File: config.mk
export PLATFORM = sky130hd
export DESIGN_NAME = mem_burst_arbiter
export DESIGN_NICKNAME = d
export VERILOG_FILES = /design/src/rtl/mem_arb_pkg.sv /design/src/rtl/rr_arbiter.sv /design/src/rtl/mem_burst_arbiter.sv
export SDC_FILE = /design/constraint.sdc
export NUM_CORES = 1
export LEC_CHECK = 0
export BUFFER_PORTS_ARGS = -buffer_cell sky130_fd_sc_hd__buf_2
export CORE_AREA = 2 2 392 394
export CTS_CLUSTER_DIAMETER = 30
export CTS_CLUSTER_SIZE = 16
export DETAILED_ROUTE_END_ITERATION = 8
export DIE_AREA = 0 0 394 396
export PLACE_DENSITY = 0.38
export SYNTH_ARGS = -nofsm -noshare
export SYNTH_HDL_FRONTEND = slang
export SYNTH_HIERARCHICAL = 1
export SYNTH_SLANG_ARGS = --single-unit
export TNS_END_PERCENT = 20
File: constraint.sdc
create_clock -name clk -period 3.8 [get_ports clk]
set_input_delay 0.95 -clock clk [delete_from_list [all_inputs] [get_ports clk]]
set_output_delay 0.95 -clock clk [all_outputs]
set_load 0.005 [all_outputs]
File: src/rtl/mem_arb_pkg.sv
// Shared types and default geometry for the burst memory arbiter.
package mem_arb_pkg;

  typedef enum logic [2:0] {
    IDLE    = 3'd0,
    RD_CMD  = 3'd1,
    RD_DATA = 3'd2,
    WR_DATA = 3'd3,
    RESP    = 3'd4
  } arb_state_t;

  localparam int DEF_N_CH   = 2;
  localparam int DEF_ADDR_W = 32;
  localparam int DEF_LINE_W = 256;
  localparam int DEF_BUS_W  = 64;

endpackage

File: src/rtl/rr_arbiter.sv
// Combinational round-robin pick: first requester at or after ptr, wrapping modulo N.
module rr_arbiter #(
  parameter int N  = 2,
  parameter int CW = $clog2(N)
) (
  input  logic [N-1:0]  req,
  input  logic [CW-1:0] ptr,
  output logic [CW-1:0] grant,
  output logic          any_req
);

  // Scanning from the far end downward lets the nearest requester win last.
  always_comb begin
    grant   = '0;
    any_req = 1'b0;
    for (int i = N - 1; i >= 0; i--) begin
      if (req[(int'(ptr) + i) % N]) begin
        grant   = CW'((int'(ptr) + i) % N);
        any_req = 1'b1;
      end
    end
  end

endmodule

File: src/rtl/mem_burst_arbiter.sv
// N-channel cache-line arbiter onto a single burst memory port, one transaction at a time.
//   state   | meaning
//   IDLE    | arbitrate pending channels, latch address/op/wdata
//   RD_CMD  | hold read command until memory accepts it
//   RD_DATA | collect LINE_W/BUS_W read beats on rvalid
//   WR_DATA | present write beats, advance on ready
//   RESP    | one-cycle completion pulse to the granted channel
module mem_burst_arbiter
  import mem_arb_pkg::*;
#(
  parameter  int N_CH   = DEF_N_CH,
  parameter  int ADDR_W = DEF_ADDR_W,
  parameter  int LINE_W = DEF_LINE_W,
  parameter  int BUS_W  = DEF_BUS_W,
  localparam int CH_W   = $clog2(N_CH)
) (
  input  logic                     clk,
  input  logic                     rst,
  input  logic [N_CH*ADDR_W-1:0]   req_addr,
  input  logic [N_CH-1:0]          req_read,
  input  logic [N_CH-1:0]          req_write,
  input  logic [N_CH*LINE_W-1:0]   req_wdata,
  output logic [LINE_W-1:0]        req_rdata,
  output logic [N_CH-1:0]          req_resp,
  output logic                     busy,
  output logic [CH_W-1:0]          grant,
  output logic [ADDR_W-1:0]        bmem_addr,
  output logic                     bmem_read,
  output logic                     bmem_write,
  output logic [BUS_W-1:0]         bmem_wdata,
  input  logic                     bmem_ready,
  input  logic [BUS_W-1:0]         bmem_rdata,
  input  logic                     bmem_rvalid
);

  localparam int BEATS = LINE_W / BUS_W;
  localparam int CNT_W = $clog2(BEATS) + 1;
  localparam logic [CNT_W-1:0] LAST_BEAT = CNT_W'(BEATS - 1);
  localparam logic [CH_W-1:0]  LAST_CH   = CH_W'(N_CH - 1);

  arb_state_t        state, state_n;
  logic [CH_W-1:0]   grant_q, rr_ptr, arb_grant;
  logic              arb_any;
  logic [N_CH-1:0]   pending;
  logic [ADDR_W-1:0] addr_q;
  logic [LINE_W-1:0] wbuf, rbuf;
  logic [CNT_W-1:0]  cnt;

  assign pending = req_read | req_write;

  rr_arbiter #(.N(N_CH), .CW(CH_W)) u_rr (
    .req     (pending),
    .ptr     (rr_ptr),
    .grant   (arb_grant),
    .any_req (arb_any)
  );

  always_ff @(posedge clk) begin
    if (rst) state <= IDLE;
    else     state <= state_n;
  end

  always_comb begin
    state_n = state;
    case (state)
      IDLE:    if (arb_any) state_n = req_write[arb_grant] ? WR_DATA : RD_CMD;
      RD_CMD:  if (bmem_ready) state_n = RD_DATA;
      RD_DATA: if (bmem_rvalid && cnt == LAST_BEAT) state_n = RESP;
      WR_DATA: if (bmem_ready && cnt == LAST_BEAT) state_n = RESP;
      RESP:    state_n = IDLE;
      default: state_n = IDLE;
    endcase
  end

  // Request-side inputs are only looked at here; later changes by the requestor are ignored.
  always_ff @(posedge clk) begin
    if (rst) begin
      grant_q <= '0;
      rr_ptr  <= '0;
      addr_q  <= '0;
      wbuf    <= '0;
      rbuf    <= '0;
      cnt     <= '0;
    end else begin
      case (state)
        IDLE: if (arb_any) begin
          grant_q <= arb_grant;
          addr_q  <= req_addr[arb_grant*ADDR_W +: ADDR_W];
          if (req_write[arb_grant]) wbuf <= req_wdata[arb_grant*LINE_W +: LINE_W];
          cnt     <= '0;
        end
        RD_DATA: if (bmem_rvalid) begin
          rbuf[cnt*BUS_W +: BUS_W] <= bmem_rdata;
          cnt <= cnt + CNT_W'(1);
        end
        WR_DATA: if (bmem_ready) cnt <= cnt + CNT_W'(1);
        RESP:    rr_ptr <= (grant_q == LAST_CH) ? '0 : grant_q + CH_W'(1);
        default: ;
      endcase
    end
  end

  always_comb begin
    busy       = (state != IDLE);
    bmem_read  = 1'b0;
    bmem_write = 1'b0;
    bmem_addr  = '0;
    bmem_wdata = '0;
    req_resp   = '0;
    case (state)
      RD_CMD: begin
        bmem_read = 1'b1;
        bmem_addr = addr_q;
      end
      RD_DATA: bmem_addr = addr_q;
      WR_DATA: begin
        bmem_write = 1'b1;
        bmem_addr  = addr_q;
        bmem_wdata = wbuf[cnt*BUS_W +: BUS_W];
      end
      RESP:    req_resp = N_CH'(1) << grant_q;
      default: ;
    endcase
  end

  assign grant     = grant_q;
  assign req_rdata = rbuf;

endmodule

==> out/metrics.cfg, run 1 <==
[drt]
wl_um=144000
drt_pass1_iterations=6
vias=27300
antenna_left=0
viasPerCell=4.65
first_iter_violations=1924
wl_per_cell_um=24.5
drc_errors=0

[sta]
period_minus_slack_ps=3810
rsz0062_at_grt=false
hold_viol=0
relSlewSlack=0.353
fmax_ghz=0.262
setup_viol=1
finClkSkew_ps=80.4
worst_slew_pin_slew_ps=971
slew_violations=0
whs_ps=387
post-route-period-util=1.00
tns_ps=-10.0
layout_setup_ws_ps=-10.0

[critical_path]
startpoint_type=register
cp.arrival_ps=2860
reg2reg_from=cnt[0]
crit_fanout=69
required_ps=2850
worst_setup_path_end_kind=output pin
path_class=reg -> out
critPathLaunch=cnt[1]

[global_routing]
grt_util_all_layers=0.177
grt_overflow=0
grt_pass1_vias=27900
grt.busiest_layer=met2
grtUsageMet2=0.287
grt_first_pass_wirelength_um=204000
antenna_found_initial=57
grt_use_met1=0.215
grt_max_degree=168
met3_usage=0.0657

[yosys]
avgSynthCellArea_um2=10.1
synth_cells=2774
synthesis.area_um2=27900
synthFlopType=dfxtp_1
seq_area_frac_synth=0.396
synth_edf_count=0
syn_nets=3426
yosys_warnings=6
yosys.area.top_type=dfxtp_1
synth_top_area_frac=0.396
ys_async_sr_fraction=0
ys_seq_elements=552
ys_top_cells_by_area=dfxtp_1, mux2i_1, a41oi_1
synth_cell_types=41

[min_path]
worstHoldPathType=in -> reg
min_from=bmem_rdata[36]

[power]
power.share.clock=0.604
powerDensity_nw_per_um2=621
comb_power_share=0.140
p_seq_frac=0.255
p_leak_nw=17.6
swShare=0.272
internal_power_w=0.0189
vdd_ir_drop_max_uv=420
p_switching_w=0.00707

[job]
maxCapViolations=0

[die]
coreArea_um2=152000
die_area_um2=156000
start_util=0.184
placement_rows=143
die_y_um=396
die_w_um=394
io_pins=1006

[clock_tree]
cts.htree.levels=4
clk_pin_slew_ps=50
tritoncts=yes
cts_buffers=182
clockRootBuffer=clkbuf_16
clock_path_buffers=3
numClockSinks=552
postCtsHoldBufs=0
clk_latency_ps=830

[placed_design]
globalplace.congestion=0.839
dpl-instance-area_um2=35100
portBuffers=1005
dpl.hpwl_um=101000

[status]
status=finished with violations
violations=negative setup slack

[layout]
register_area_um2=11100
fill_cells=16200
nets=4333
drive_above_1_share=0.401
fin_area_um2=41800
multiInputGateArea_um2=15500
areaGrowthSynthToFinish_pct=49.6

registers in the layout, indices dropped and copies added, names as in the netlist:
register   flops
addr_q        32
cnt            3
req_rdata    256
rr_ptr         1
grant          1
state          3
wbuf         256
cell usage after synthesis (all sizes together), types with 4 or more instances:
master,count
clkbuf,270
or4,66
dfxtp,552
nor2b,65
a211oi,290
and2,32
nor3,4
buf,91
nand2b,197
o31ai,64
a21oi,68
nor2,42
a41oi,256
nand2,130
ha,4
or3b,64
mux4,64
mux2i,485
inv,6
layer usage:
metal  share of wire  vias to the layer above
met1            0.41                    13400
met2            0.48                     1148
li1                -                    12500
met3           0.088                      245
met4           0.024                       22
met5         0.00083                        -
placed cells by master, fill, tap and decap left out, drive strengths merged, types with 3 or more instances in the layout:
master	count
mux4	64
diode	10
bufinv	15
o31ai	64
nor2b	65
nor2	42
nand2	130
or3b	64
clkinv	43
dfxtp	552
or4	66
a21oi	68
nand2b	197
a211oi	290
or2	3
clkbuf	280
buf	1083
mux2i	485
and2	32
ha	4
nor3	4
mux2	3
inv	7
a41oi	256
through the flow:
step | utilization | total power (W) | worst slack (ps) | instances
2_1_floorplan | - | 0.00878 | 765 | 2774
3_3_place_gp | 0.231 | 0.0103 | 137 | 5519
3_5_place_dp | 0.231 | 0.0104 | 132 | 5519
4_1_cts | 0.276 | 0.0263 | 65.2 | 5865
5_1_grt | 0.276 | 0.0270 | 28.2 | 5873
6_report | 0.276 | 0.0260 | -10.0 | 5875
timing repair:
| item | in CTS | in global routing |
|---|---|---|
| setup endpoints to repair | 27 | 0 |
| gates resized for setup | 1 | 0 |
| buffers inserted | 7 | 0 |
final cells by class:
cell class / instances / share of cell area
diodes: 10 / 0.000599
inverters: 7 / 0.000808
well taps: 2030 / 0.0608
clock inverters: 58 / 0.0249
repair buffers: 1084 / 0.146
multi-input cells: 1854 / 0.370
flip-flops and latches: 552 / 0.265
clock buffers: 280 / 0.133
final timing paths:
path                                  endpoint  slack (ps)  depth (start not counted)
worst max register to register   req_rdata[53]         720                          8
worst min-delay path            req_rdata[164]         390                          3
worst max-delay path            bmem_wdata[21]         -10                          4
worst min register to register  req_rdata[114]         460                          2
kinds of logic (layout without fill, tap and decap cells):
group                    count (synthesis)  in the layout  share of synthesized area
AO/OA/AOI/OAI                          683            683                      0.189
AND/OR/NAND/NOR                        615            615                      0.131
other                                    0             10                          0
adder cells (fa/ha/maj)                  4              4                    0.00179
flip-flops                             552            552                      0.396
buffers and inverters                  368           1429                     0.0557
multiplexers                           552            552                      0.227
worst max-delay path, cell delays in order, from the launching register on:
cell and delay [ps]:
dfxtp_4 350, buf_12 320, mux4_2 350, nor2b_1 570, buf_2 230
power by group through the flow:
stage	sequential, W	clock [W]	combinational (W)
4_1_cts	0.00662	0.0159	0.00370
5_1_grt	0.00667	0.0163	0.00395
2_1_floorplan	0.00657	0	0.00221
6_report	0.00663	0.0157	0.00365
3_5_place_dp	0.00672	0	0.00364
3_3_place_gp	0.00672	0	0.00362
No activity file was read; power rests on OpenSTA's default activity.
==> inputs of run 2 (changes only) <==
BUFFER_PORTS_ARGS = -buffer_cell sky130_fd_sc_hd__clkbuf_2   (was -buffer_cell sky130_fd_sc_hd__buf_2)
==> out/metrics.cfg, run 2 (same netlist as run 1, synthesis figures left out) <==
[global_routing]
grt_first_pass_wirelength_um=201000
grt_pass1_vias=27800
grt_overflow=0
grt_util_all_layers=0.175
grt_max_degree=132
antenna_found_initial=28

[sta]
worst_slew_pin_slew_ps=866
layout_setup_ws_ps=205
tns_ps=0
relSlewSlack=0.406
slew_violations=0
setup_viol=0
post-route-period-util=0.946
period_minus_slack_ps=3590
fmax_ghz=0.278
finClkSkew_ps=72.6
hold_viol=0
rsz0062_at_grt=false

[critical_path]
reg2reg_from=cnt[0]
required_ps=2850
startpoint_type=register
path_class=reg -> out
critPathLaunch=cnt[1]
crit_fanout=60
worst_setup_path_end_kind=output pin
cp.arrival_ps=2640

[layout]
register_area_um2=11100
fill_cells=16300
nets=4362
most-common-layout-cells=clkbuf_2, dfxtp_1, mux2i_1
drive_above_1_share=0.404
final_cells=5902
final_common_cell=clkbuf_2
multiInputGateArea_um2=15500
areaGrowthSynthToFinish_pct=49.4

[drt]
first_iter_violations=1579
drc_errors=0
wl_per_cell_um=24.1
vias=27100
wl_um=142000
antenna_left=0
viasPerCell=4.59
drt_pass1_iterations=5

[clock_tree]
tritoncts=yes
clock_path_buffers=3
cts.htree.levels=4
cts_buffers=181
clk_pin_slew_ps=40
numClockSinks=552
clk_latency_ps=820
postCtsHoldBufs=0
clockRootBuffer=clkbuf_16

[min_path]
min_from=bmem_rdata[36]
worstHoldPathType=in -> reg

[power]
p_leak_nw=17.4
powerDensity_nw_per_um2=608
power.total_w=0.0254
vdd_ir_drop_max_uv=425

[placed_design]
place_worst_setup_slack_ps=148
place_inst=5544
globalplace.congestion=0.820
portBuffers=1005
dpl.hpwl_um=101000

[die]
coreArea_um2=152000
die_w_um=394
start_util=0.184
die_y_um=396
placement_rows=143
die_area_um2=156000
io_pins=1006

[status]
status=complete, no violations

[job]
maxCapViolations=0

[run 2: cell types whose count changed in the layout (fill, tap and decap cells not counted), sizes merged]
cell | previous run | this run
bufbuf | 1 | 0
inv | 7 | 8
clkinv | 43 | 47
bufinv | 15 | 14
diode | 10 | 15
buf | 1083 | 110
clkbuf | 280 | 1267
clkinvlp | 0 | 5
[run 2: metrics by stage]
stage / util / area [um2] / hold slack (ps)
after global routing: 0.275 / 41700 / 359
after detailed placement: 0.233 / 35300 / 456
after CTS: 0.275 / 41600 / 317
after global placement: 0.233 / 35300 / 451
final: 0.275 / 41700 / 392
after floorplan: - / 27900 / 460
[run 2: report_power, final]
| group | internal, W | switching, W |
|---|---|---|
| sequential | 0.00631 | 0.000307 |
| clock | 0.0105 | 0.00463 |
| combinational | 0.00159 | 0.00206 |
[run 2: final cells by class]
class | count | area share
timing repair buffer | 1114 | 0.151
inverter | 7 | 0.000809
tap | 2030 | 0.0609
clock inverter | 67 | 0.0255
clock buffer | 263 | 0.126
antenna | 15 | 0.000899
multi-input combinational | 1854 | 0.370
sequential | 552 | 0.265
[run 2: worst max-delay path: stages, from the launching register on]
cell	delay, ps
dfxtp_4	350
buf_12	310
buf_4	370
mux4_2	380
nor2b_1	180
clkbuf_2	130
[run 2: repair_timing]
action | 4_1_cts | 5_1_grt
hold endpoints to repair | 0 | 0
buffers inserted | 4 | 9
setup endpoints to repair | 26 | 7
pin swaps | 1 | 0
resized for setup | 3 | 0
[run 2: worst paths after layout]
kind | endpoint | cells past startpoint | slack (ps)
worst max-delay path | bmem_wdata[55] | 5 | 210
worst max register to register | req_rdata[53] | 8 | 800
worst min register to register | req_rdata[76] | 2 | 460
worst min-delay path | req_rdata[164] | 3 | 390
[run 2: routing by layer]
layer  GRT usage  share of wire  routed length [um]  vias up
met2       0.280           0.47               66800     1079
met3      0.0731          0.095               13600      194
li1            -              -                   -    12600
met4      0.0635          0.028                4040       14
met5           0        0.00059                  84        -
met1       0.208           0.41               57800    13200
==> inputs of run 3 (changes only) <==
--- a/config.mk
+++ b/config.mk
@@ -13,2 +13,3 @@
 export DIE_AREA = 0 0 394 396
+export GPL_ROUTABILITY_DRIVEN = 0
 export PLACE_DENSITY = 0.38
==> constraint.sdc (replaced) <==
create_clock -name clk -period 3.8 [get_ports clk]
set_input_delay 0.19 -clock clk [delete_from_list [all_inputs] [get_ports clk]]
set_output_delay 0.19 -clock clk [all_outputs]
set_load 0.02 [all_outputs]
==> out/metrics.cfg, run 3 (same netlist as run 1, synthesis figures left out) <==
[die]
die_area_um2=156000
coreArea_um2=152000
die_w_um=394
start_util=0.184
placement_rows=143
die_y_um=396
io_pins=1006

[layout]
areaGrowthSynthToFinish_pct=70.2
nets=4950
fill_cells=15900
drive_above_1_share=0.341
most-common-layout-cells=clkbuf_2, dlygate4sd3_1, dfxtp_1
final_common_cell=clkbuf_2

[job]
maxCapViolations=0

[sta]
post-route-period-util=0.836
finClkSkew_ps=56.1
slew_violations=0
period_minus_slack_ps=3180
relSlewSlack=0.354
worst_slew_pin_slew_ps=968
layout_setup_ws_ps=624
tns_ps=0
fmax_ghz=0.315
setup_viol=0
hold_viol=0
rsz0062_at_grt=false

[clock_tree]
clockRootBuffer=clkbuf_16
numClockSinks=552
clk_pin_slew_ps=40
postCtsSetupBuffers=0
cts_resized=0
cts_buffers=180
clock_path_buffers=3
clk_latency_ps=800
tritoncts=yes
postCtsHoldBufs=632
cts.htree.levels=4

[critical_path]
worst_setup_path_end_kind=output pin
path_class=reg -> out
required_ps=3610
reg2reg_from=rr_ptr
cp.arrival_ps=2990
startpoint_type=register
worstRegToRegCells=7
r2r-end=wbuf[140]
crit_fanout=58
r2r_slack_ps=840

[min_path]
min_from=req_wdata[155]
min_to=wbuf[155]
worstHoldPathCells=3
worstHoldPathType=in -> reg

[drt]
wl_um=146000
viasPerCell=4.58
first_iter_violations=1868
antenna_left=0
vias=29800
wl_per_cell_um=22.4
drc_errors=0
drt_pass1_iterations=5

[global_routing]
grt_pass1_vias=31100
grt_overflow=0
grt_first_pass_wirelength_um=211000
grt_util_all_layers=0.179
grt_max_degree=169
antenna_found_initial=39

[placed_design]
dpl.hpwl_um=99000
place_worst_setup_slack_ps=881
portBuffers=1005

[power]
powerDensity_nw_per_um2=545
vdd_ir_drop_max_uv=357
p_leak_nw=19.7

[status]
status=complete, no violations

## run 3: changes by cell type in the layout (fill, tap and decap cells not counted), moves of 3 or more
| cell | before | now |
|---|---|---|
| diode_2 | 15 | 19 |
| clkinv_2 | 33 | 40 |
| dlygate4sd3_1 | 0 | 632 |
| buf_12 | 34 | 25 |
| buf_4 | 74 | 41 |
| clkbuf_1 | 40 | 36 |
| clkinv_16 | 14 | 11 |
## run 3: power breakdown
part	total (W)	internal, W	switching (W)
clock	0.0149	0.0103	0.00454
sequential	0.00662	0.00631	0.000309
combinational	0.00440	0.00204	0.00236
total	0.0259	0.0187	0.00721
## run 3: final cells by class
type,count,area (um2),share of cell area
multi-input combinational,1854,15500,0.325
timing repair buffer,1703,12200,0.256
sequential,552,11100,0.233
clock buffer,260,5260,0.111
tap,2030,2540,0.0534
clock inverter,70,973,0.0205
antenna,19,47.5,0.00100
inverter,7,33.8,0.000711
## run 3: how the worst max path moves through the flow
stage / start / slack [ps] / end
finish: state[1] / 620 / bmem_wdata[3]
global placement: req_read[0] / 900 / wbuf[157]
CTS: state[1] / 450 / bmem_wdata[3]
detailed placement: req_read[0] / 880 / wbuf[157]
global route: state[1] / 430 / bmem_wdata[3]
floorplan: cnt[1] / 760 / req_rdata[10]
## run 3: critical path, stage by stage, from the launching register on
cell and delay, ps:
dfxtp_1 680, nor2b_1 360, nand3_4 250, buf_12 310
nor2b_1 330, clkbuf_2 240
## run 3: metal layers
metal / global-route usage / part of all wire / up-vias
li1: - / - / 13800
met1: 0.213 / 0.41 / 14600
met2: 0.287 / 0.47 / 1181
met3: 0.0747 / 0.095 / 228
met4: 0.0662 / 0.031 / 14
met5: 0 / 0.00061 / -
## run 3: stage by stage
stage               std cells  hold slack, ps  instance area (um2)   util  power [W]
detailed placement       5514             450                34900  0.231     0.0105
global route             6487            7.99                47500  0.314     0.0270
CTS                      6476            5.49                47500  0.313     0.0262
floorplan                2774             329                27900      -    0.00891
global placement         5514             449                34900  0.231     0.0105
finish                   6495            53.0                47500  0.314     0.0259
